File: config.mk
export PLATFORM = sky130hd
export DESIGN_NAME = cpipe1_fetch_stage_flat
export DESIGN_NICKNAME = d
export VERILOG_FILES = /design/src/rtl/cpipe1_fetch_stage_if.sv /design/src/rtl/cpipe1_fetch_stage.sv /design/src/flat_wrapper.sv
export SDC_FILE = /design/constraint.sdc
export NUM_CORES = 1
export LEC_CHECK = 0
export CAP_MARGIN = 20
export CORE_ASPECT_RATIO = 0.5
export CORE_MARGIN = 5
export CORE_UTILIZATION = 40
export CTS_CLUSTER_SIZE = 20
export DETAILED_ROUTE_END_ITERATION = 12
export PLACE_DENSITY = 0.61
export SETUP_SLACK_MARGIN = 0.4
export SYNTH_ARGS = -nofsm -noshare
export SYNTH_HDL_FRONTEND = slang
export SYNTH_SLANG_ARGS = --single-unit
File: constraint.sdc
create_clock -name CLK -period 3.4 [get_ports CLK]
set_clock_uncertainty 0.05 [all_clocks]
set_input_delay 0.34 -clock CLK [delete_from_list [all_inputs] [get_ports CLK]]
set_output_delay 0.34 -clock CLK [all_outputs]
set_load 0.05 [all_outputs]
File: src/rtl/cpipe1_fetch_stage_if.sv
// Fetch/decode handshake bundle around the CPIPE1 fetch stage.
// The fetch stage uses the slave modport; the fetch source and decode PLA
// side (or a testbench standing in for them) use the master modport.
interface cpipe1_fetch_stage_if;
    logic       WAIT;
    logic       IFvalid;
    logic [7:0] DATABUS;
    logic       IFready;
    logic       CPIPE1load1;
    logic       CPIPE1flush;
    logic [7:0] CPIPE1s;
    logic       CPIPE1valid;
    logic       RESET;

    modport master (
        output WAIT, IFvalid, DATABUS, CPIPE1load1, CPIPE1flush,
        input  IFready, CPIPE1s, CPIPE1valid, RESET
    );

    modport slave (
        input  WAIT, IFvalid, DATABUS, CPIPE1load1, CPIPE1flush,
        output IFready, CPIPE1s, CPIPE1valid, RESET
    );
endinterface

File: src/rtl/cpipe1_fetch_stage.sv
// CPIPE1 opcode register with a small prefetch FIFO in front of it, plus the
// reset stretcher that turns the async board reset into the PLA's sync RESET.
module cpipe1_fetch_stage #(
    parameter int         DEPTH      = 2,
    parameter logic [7:0] NOP_OPCODE = 8'hA0,
    parameter int         RESET_HOLD = 4
) (
    input logic                  CLK,
    input logic                  RESETn,
    cpipe1_fetch_stage_if.slave  bus
);
    localparam int         PTR_W = (DEPTH > 1) ? $clog2(DEPTH) : 1;
    localparam int         CNT_W = PTR_W + 1;
    localparam logic [3:0] HOLD  = 4'(RESET_HOLD);

    logic [3:0]       hold_cnt;
    logic             reset_q;
    logic [7:0]       mem [DEPTH];
    logic [PTR_W-1:0] rd_ptr;
    logic [PTR_W-1:0] wr_ptr;
    logic [CNT_W-1:0] cnt;
    logic [7:0]       opcode_q;
    logic             valid_q;

    logic active;
    logic do_flush;
    logic do_adv;
    logic do_push;
    logic do_pop;

    // Pointers wrap explicitly so a non-power-of-two depth would still be safe.
    function automatic logic [PTR_W-1:0] next_ptr(input logic [PTR_W-1:0] p);
        return (p == PTR_W'(DEPTH - 1)) ? '0 : p + PTR_W'(1);
    endfunction

    // Pipe control decisions; flush wins over advance and squashes a same-cycle push.
    assign active   = ~bus.WAIT & ~reset_q;
    assign do_flush = active & bus.CPIPE1flush;
    assign do_adv   = active & bus.CPIPE1load1 & ~bus.CPIPE1flush;
    assign do_push  = bus.IFvalid & bus.IFready & ~do_flush;
    assign do_pop   = do_adv & (cnt != '0);

    assign bus.IFready     = ~reset_q & (cnt < CNT_W'(DEPTH));
    assign bus.CPIPE1s     = opcode_q;
    assign bus.CPIPE1valid = valid_q;
    assign bus.RESET       = reset_q;

    // Reset stretcher: count cycles since release, drop RESET when the count hits RESET_HOLD.
    // NOTE: sequential state uses non-blocking assignments so every flop samples pre-edge values.
    always_ff @(posedge CLK or negedge RESETn) begin
        if (!RESETn) begin
            hold_cnt <= '0;
            reset_q  <= 1'b1;
        end else if (hold_cnt != HOLD) begin
            hold_cnt <= hold_cnt + 4'd1;
            reset_q  <= (hold_cnt + 4'd1) != HOLD;
        end
    end

    // Queue storage: written on an accepted push only.
    // NOTE: the data array is not reset; occupancy/pointers alone define which entries are live.
    always_ff @(posedge CLK) begin
        if (do_push) begin
            mem[wr_ptr] <= bus.DATABUS;
        end
    end

    // Queue bookkeeping: pointers and occupancy, cleared by reset phase or flush.
    always_ff @(posedge CLK or negedge RESETn) begin
        if (!RESETn) begin
            rd_ptr <= '0;
            wr_ptr <= '0;
            cnt    <= '0;
        end else if (reset_q || do_flush) begin
            rd_ptr <= '0;
            wr_ptr <= '0;
            cnt    <= '0;
        end else begin
            if (do_push) begin
                wr_ptr <= next_ptr(wr_ptr);
            end
            if (do_pop) begin
                rd_ptr <= next_ptr(rd_ptr);
            end
            case ({do_push, do_pop})
                2'b10:   cnt <= cnt + CNT_W'(1);
                2'b01:   cnt <= cnt - CNT_W'(1);
                default: cnt <= cnt;
            endcase
        end
    end

    // CPIPE1 register: bubble on reset/flush, head or bubble on advance, else hold.
    always_ff @(posedge CLK or negedge RESETn) begin
        if (!RESETn) begin
            opcode_q <= NOP_OPCODE;
            valid_q  <= 1'b0;
        end else if (reset_q || do_flush) begin
            opcode_q <= NOP_OPCODE;
            valid_q  <= 1'b0;
        end else if (do_adv) begin
            if (cnt != '0) begin
                opcode_q <= mem[rd_ptr];
                valid_q  <= 1'b1;
            end else begin
                opcode_q <= NOP_OPCODE;
                valid_q  <= 1'b0;
            end
        end
    end
endmodule

File: src/flat_wrapper.sv
// flat-port wrapper written by rule: the top's interface ports become plain ports
module cpipe1_fetch_stage_flat 
#(
    parameter int         DEPTH      = 2,
    parameter logic [7:0] NOP_OPCODE = 8'hA0,
    parameter int         RESET_HOLD = 4
)
  (CLK, RESETn, bus_WAIT, bus_IFvalid, bus_DATABUS, bus_CPIPE1load1, bus_CPIPE1flush, bus_IFready, bus_CPIPE1s, bus_CPIPE1valid, bus_RESET);
  cpipe1_fetch_stage_if bus_i ();
  input logic CLK;
  input logic RESETn;
  input wire logic [$bits(bus_i.WAIT)-1:0] bus_WAIT;
  input wire logic [$bits(bus_i.IFvalid)-1:0] bus_IFvalid;
  input wire logic [$bits(bus_i.DATABUS)-1:0] bus_DATABUS;
  input wire logic [$bits(bus_i.CPIPE1load1)-1:0] bus_CPIPE1load1;
  input wire logic [$bits(bus_i.CPIPE1flush)-1:0] bus_CPIPE1flush;
  output wire logic [$bits(bus_i.IFready)-1:0] bus_IFready;
  output wire logic [$bits(bus_i.CPIPE1s)-1:0] bus_CPIPE1s;
  output wire logic [$bits(bus_i.CPIPE1valid)-1:0] bus_CPIPE1valid;
  output wire logic [$bits(bus_i.RESET)-1:0] bus_RESET;
  assign bus_i.WAIT = bus_WAIT;
  assign bus_i.IFvalid = bus_IFvalid;
  assign bus_i.DATABUS = bus_DATABUS;
  assign bus_i.CPIPE1load1 = bus_CPIPE1load1;
  assign bus_i.CPIPE1flush = bus_CPIPE1flush;
  assign bus_IFready = bus_i.IFready;
  assign bus_CPIPE1s = bus_i.CPIPE1s;
  assign bus_CPIPE1valid = bus_i.CPIPE1valid;
  assign bus_RESET = bus_i.RESET;
  cpipe1_fetch_stage #(.DEPTH(DEPTH), .NOP_OPCODE(NOP_OPCODE), .RESET_HOLD(RESET_HOLD)) u_core (.CLK(CLK), .RESETn(RESETn), .bus(bus_i));
endmodule
==> flow_metrics.py, run 1 <==
metrics = {
    "critical_path": {
        "cpPeakStageDelay_ns": 0.82,
        "cp-end-kind": "output pin",
        "path_max_fanout": 6,
        "cp-start-kind": "flip-flop",
        "crit_chain": "clkdlybuf4s50_1",
        "rr_endpoint": "u_core.mem[0][5]$_DFFE_PP_",
        "cp.buffers_inverters": 1,
        "critical-path-top-delay-family": "buffers and inverters",
        "rrSetupSlack_ns": 1.42,
        "crit_arrival_ns": 1.67,
        "cpMaxStageDelayCell": "clkdlybuf4s50_1",
        "rr_startpoint": "u_core.cnt[1]$_DFFE_PN0P_",
        "reg2regPathDepth": 3,
        "required_ns": 3.01,
        "critPathKind": "reg -> out",
    },
    "detailed_routing": {
        "drtPass1Iterations": 4,
        "viasPerCell": 4.86,
        "vias": 908,
        "drt_iter0_drc": 61,
        "antenna_left": 0,
        "detail_route.wirelength_mm": 2.59,
        "wl_per_cell_um": 13.9,
        "drc": 0,
    },
    "finish": {
        "fin_cells": 187,
        "final_cell_mix": "clkdlybuf4s50_1 (24), edfxtp_1 (16), dfrtp_1 (15)",
        "final_area_sq_um": 1810,
        "fill_cells": 307,
        "multi_input_area_sq_um": 475,
        "seq_area_sq_um": 935,
        "final_common_cell": "clkdlybuf4s50_1",
        "final_util_pct": 52.5,
        "syn_to_final_growth_pct": 26.2,
        "nNetsFinal": 152,
        "final_layout_size_suffix_gt1_share_pct": 8.82,
        "diodes": 0,
    },
    "clock_network": {
        "clk_latency_ns": 0.28,
        "cts_buffers": 5,
        "cts_hold_buf": 0,
        "cts_setup_buffers": 0,
        "cts.sinks": 34,
        "tritoncts": "built",
        "cts-resized-gates": 0,
        "clock_path_buffers": 2,
        "root_buffer": "clkbuf_8",
        "path_clk_slew_ns": 0.07,
        "htree_levels": 2,
    },
    "pwr": {
        "p_leak_uw": 0.000685,
        "p_seq_share_pct": 51.6,
        "ir_drop_mv": 0.203,
        "p_clk_share_pct": 27.3,
        "p_sw_uw": 312,
        "p_sw_share_pct": 30.2,
        "p_per_area_nw_per_um2": 570,
        "pwr-share-comb_pct": 21.1,
        "internal_power_uw": 722,
    },
    "yosys": {
        "synth_seq_cells": 34,
        "avgSynthCellArea_sq_um": 13.4,
        "yosys.area.top_type_share_pct": 33.4,
        "postSynthCellCount": 107,
        "synth_area_leader_cell": "edfxtp_1",
        "netlist_area_sq_um": 1440,
        "synth.area.top_cells": "edfxtp_1 (33%), dfrtp_1 (26%), mux2i_1 (5.6%), dfstp_2 (5.5%), o2bb2ai_1 (4.3%)",
        "ys_types": 34,
        "syn-num-nets": 124,
        "yosysSeqAreaShare_pct": 65.0,
        "yosysWarnings": 0,
    },
    "grt": {
        "grt_pass1_wl_mm": 4.26,
        "grt_pass1_vias": 871,
        "overflow": 0,
        "antenna_found_initial": 0,
        "grtUsageTotal_pct": 11.9,
        "grt_max_degree": 19,
    },
    "sta": {
        "rsz0062_at_grt": "no",
        "period_share_pct": 60.7,
        "slew_headroom_pct": 41.8,
        "setup-violations-final": 0,
        "period_needed_ns": 2.06,
        "hold_viol": 0,
        "setup-tns-final_ns": 0,
        "slew_viol_final": 0,
        "final.setup.worst_slack_ns": 1.34,
        "worst_pin_slew_ns": 0.871,
        "fmax_mhz": 485,
    },
    "flow_run": {
        "maxCapViolCount": 0,
    },
    "die": {
        "die_w_um": 94.8,
        "initial_core_util_pct": 41.6,
        "die_area_sq_um": 4970,
        "coreArea_sq_um": 3450,
        "fp.dieH_um": 52.4,
        "rows": 15,
        "io_pins": 25,
    },
    "placement": {
        "place_ws_ns": 1.06,
        "dp.cells": 179,
        "portBuffers": 24,
        "dpl.hpwl_mm": 1.82,
        "gp_congestion": 0.778,
        "placedInstanceArea_sq_um": 1730,
    },
    "run_status": {
        "outcome": "finished, final reports clean",
    },
    "hold_path": {
        "hold_depth": 1,
        "min_from": "u_core.bus.CPIPE1s[6]$_DFFE_PN0P_",
        "holdCritPathClass": "reg -> reg",
        "whs_endpoint": "u_core.bus.CPIPE1s[6]$_DFFE_PN0P_",
    },
}
-- power groups by stage --
stage | registers, uW | logic (uW) | clock network (uW)
detailed placement | 542 | 222 | 0
floorplan | 580 | 100 | 0
CTS | 534 | 222 | 294
global route | 542 | 235 | 313
global placement | 542 | 219 | 0
finish | 534 | 218 | 282
-- Yosys cell counts (all sizes together) --
cell and instances:
a2111oi 2, a21o 1, a21oi 2, and2 1, and3 2, buf 1, clkbuf 2, dfrtp 15
dfstp 3, edfxtp 16, ha 3, inv 4, mux2 1, mux2i 8, nand2 5, nand2b 2
nand3 2, nand3b 1, nand4 1, nor2 6, nor2b 4, nor3 1, nor3b 1, nor4b 1
o2111ai 1, o211ai 1, o21a 1, o21ai 7, o2bb2ai 7, o31a 1, or3 1, or4b 1
xnor2 2
-- per-stage QoR --
step	hold slack, ns	power, uW
after floorplan	-0.00559	680
after global placement	0.422	761
after detailed placement	0.424	764
after CTS	0.444	1050
after global routing	0.458	1090
final	0.437	1030
-- area by class of cell --
| cell class | count | share of cell area [%] |
|---|---|---|
| Clock buffer | 5 | 3.79 |
| Clock inverter | 3 | 0.897 |
| Inverter | 4 | 0.828 |
| Multi-Input combinational cell | 66 | 26.2 |
| Sequential cell | 34 | 51.5 |
| Tap cell | 51 | 3.52 |
| Timing Repair Buffer | 24 | 13.2 |
-- cell families (layout without fill, tap and decap cells) --
kind of cell | Yosys count | in the layout | share of synthesized area (%)
xor gates and xnor gates | 2 | 2 | 1.22
and+or+nand+nor | 29 | 29 | 11.5
AOI/OAI and AO/OA | 23 | 23 | 11.4
muxes | 9 | 9 | 6.35
DFF | 34 | 34 | 65.0
buffers and inverters | 7 | 36 | 1.91
adders and majority gates | 3 | 3 | 2.61
-- sequential cells by signal (all words and copies together), names as in the netlist --
name and cells:
u_core.mem 16, u_core.bus.CPIPE1s 8, u_core.hold_cnt 4, u_core.cnt 2, u_core.bus.CPIPE1valid 1, u_core.bus.RESET 1
u_core.rd_ptr 1, u_core.wr_ptr 1
-- per-layer routing --
metal	wire length, um	GRT usage [%]	up-vias	share of wire (%)
li1	-	-	452	-
met4	7	4.31	0	0.27
met3	109	4.88	2	4.2
met5	0	0	-	0
met2	1290	19.1	12	50
met1	1180	14.5	442	46
-- worst register-to-register path, delay by kind of cell (launching register included) --
| family | cells | cell delay [ns] |
|---|---|---|
| DFF | 1 | 0.44 |
| and+or+nand+nor | 3 | 1.12 |
-- how the worst max path moves through the flow --
| stage | startpoint | end | depth (start not counted) |
|---|---|---|---|
| 2_1_floorplan | u_core.bus.RESET$_DFFE_PN1P_ | u_core.bus.CPIPE1s[0]$_DFFE_PN0P_ | 5 |
| 3_3_place_gp | bus_IFvalid | u_core.mem[0][0]$_DFFE_PP_ | 4 |
| 3_5_place_dp | bus_IFvalid | u_core.mem[0][6]$_DFFE_PP_ | 4 |
| 4_1_cts | u_core.bus.RESET$_DFFE_PN1P_ | bus_RESET | 1 |
| 5_1_grt | bus_IFvalid | u_core.mem[0][5]$_DFFE_PP_ | 4 |
| 6_report | u_core.bus.RESET$_DFFE_PN1P_ | bus_RESET | 1 |
No activity file was read; power rests on OpenSTA's default activity.
==> run 2, diff against run 1 <==
PLACE_DENSITY = 0.64   (was 0.61)
clock period = 1.7 ns   (was 3.4 ns; I/O delays follow)
==> run 2 against run 1 <==
Against the previous run:
- register-to-register slack got worse by 1.3 ns
- first-iteration DRC count fell by 66%
- via count rose by 15%
- clock power rose by 120%
- final area rose by 19%
- flip-flop and latch count did not move
- largest cell class unchanged
==> flow_metrics.py, run 2 (synthesis gave the netlist of run 1 again) <==
metrics = {
    "critical_path": {
        "critical-path-top-delay-family": "simple AND/OR/NAND/NOR gates",
        "required_ns": 1.86,
        "crit_chain": "or4b_4 > or3_1 > a21oi_1",
        "cpMaxStageDelayCell": "or4b_4",
        "cp-start-kind": "flip-flop",
        "path_max_fanout": 5,
        "rr_startpoint": "u_core.bus.RESET$_DFFE_PN1P_",
        "crit_arrival_ns": 1.76,
        "cp-startpoint": "u_core.bus.RESET$_DFFE_PN1P_",
        "cpPeakStageDelay_ns": 0.53,
        "cp.buffers_inverters": 0,
        "cp-end-kind": "flip-flop",
        "rrSetupSlack_ns": 0.1,
        "reg2regPathDepth": 3,
        "cp.depth": 3,
        "critPathKind": "reg -> reg",
    },
    "placement": {
        "gp_congestion": 0.771,
        "portBuffers": 24,
        "dpl.hpwl_mm": 1.98,
        "dp.cells": 191,
    },
    "pwr": {
        "ir_drop_mv": 0.412,
        "p_per_area_nw_per_um2": 1070,
        "p_leak_uw": 0.000871,
    },
    "clock_network": {
        "htree_levels": 2,
        "cts_buffers": 5,
        "root_buffer": "clkbuf_8",
        "tritoncts": "built",
        "cts_hold_buf": 0,
        "cts.sinks": 34,
        "path_clk_slew_ns": 0.07,
        "clk_latency_ns": 0.29,
        "clock_path_buffers": 2,
    },
    "flow_run": {
        "maxCapViolCount": 0,
    },
    "sta": {
        "setup-violations-final": 0,
        "period_share_pct": 94.1,
        "hold_viol": 0,
        "rsz0062_at_grt": "yes",
        "slew_viol_final": 0,
        "fmax_mhz": 625,
        "setup-tns-final_ns": 0,
        "slew_headroom_pct": 59.7,
        "worst_pin_slew_ns": 0.603,
        "period_needed_ns": 1.60,
    },
    "die": {
        "rows": 15,
        "fp.dieH_um": 52.4,
        "die_w_um": 94.8,
        "initial_core_util_pct": 41.6,
        "die_area_sq_um": 4970,
        "io_pins": 25,
        "coreArea_sq_um": 3450,
    },
    "finish": {
        "final_cell_mix": "buf_4 (25), edfxtp_1 (16), dfrtp_1 (14)",
        "syn_to_final_growth_pct": 50.5,
        "largest_register_ffs": 16,
        "final_common_cell": "buf_4",
        "fin_cells": 209,
        "fill_cells": 260,
        "largest-register": "u_core.mem",
        "diodes": 0,
        "seq_area_sq_um": 940,
        "nNetsFinal": 174,
        "multi_input_area_sq_um": 633,
        "final_layout_size_suffix_gt1_share_pct": 43.7,
    },
    "detailed_routing": {
        "viasPerCell": 5.01,
        "vias": 1048,
        "drc": 0,
        "wl_per_cell_um": 15.2,
        "drtPass1Iterations": 4,
        "drt_iter0_drc": 21,
        "detail_route.wirelength_mm": 3.18,
        "antenna_left": 0,
    },
    "grt": {
        "grt_max_degree": 19,
        "grtUsageTotal_pct": 14.4,
        "antenna_found_initial": 0,
        "grt_pass1_wl_mm": 5.17,
        "overflow": 0,
        "grt_pass1_vias": 1095,
    },
    "run_status": {
        "outcome": "finished, final reports clean",
    },
    "hold_path": {
        "holdCritPathClass": "in -> async",
    },
}
## run 2: area by class of cell
| class | count | share of cell area [%] |
|---|---|---|
| inverter | 4 | 0.694 |
| sequential | 34 | 43.4 |
| clock inverter | 2 | 0.578 |
| tap | 51 | 2.95 |
| timing repair buffer | 46 | 19.3 |
| clock buffer | 6 | 3.82 |
| multi-input combinational | 66 | 29.3 |
## run 2: path summary, 6_finish.rpt
path,endpoint
max,u_core.rd_ptr$_DFFE_PN0P_
min,u_core.bus.CPIPE1s[2]$_DFFE_PN0P_
max reg2reg,u_core.rd_ptr$_DFFE_PN0P_
min reg2reg,u_core.bus.CPIPE1s[4]$_DFFE_PN0P_
max in group asynchronous,u_core.bus.RESET$_DFFE_PN1P_
min in group CLK,u_core.mem[1][4]$_DFFE_PP_
## run 2: report_power, final
part           total [uW]  leakage (uW)  internal, uW  switching, uW
logic                 587      0.000448           257            330
clock network         626     0.0000472           325            301
registers            1100      0.000376           992            112
total                2320      0.000871          1570            744
## run 2: layer usage
metal / part of all wire, % / wire (um) / up-vias / global-route usage, %
met5: 0 / 0 / - / 0
met4: 1.7 / 54 / 0 / 4.55
met2: 52 / 1650 / 24 / 25.8
met1: 42 / 1340 / 516 / 16.4
met3: 4.4 / 140 / 10 / 5.02
li1: - / - / 498 / -
## run 2: timing repair
action	in CTS	in global routing
resized for setup	28	7
pin swaps	9	5
setup buffers	7	3
endpoints found under the setup margin	32	32
## run 2: metrics by stage
stage / hold slack [ns] / total power (uW) / util (%) / cell area, sq um / worst slack [ns]
finish: 0.166 / 2320 / 62.6 / 2160 / 0.0995
CTS: 0.173 / 2320 / 61.3 / 2120 / 0.114
detailed placement: 0.425 / 1570 / 53.1 / 1830 / -0.224
floorplan: -0.176 / 1370 / - / 1480 / -0.0480
global route: 0.188 / 2430 / 62.6 / 2160 / 0.0377
global placement: 0.424 / 1560 / 53.1 / 1830 / -0.149
==> run 3, diff against run 2 <==
CAP_MARGIN = not set   (was 20)
SKIP_LAST_GASP = 1   (was not set)
==> results of run 3 <==
Same layout as run 2: the final DEF is identical, and so are final timing and power.
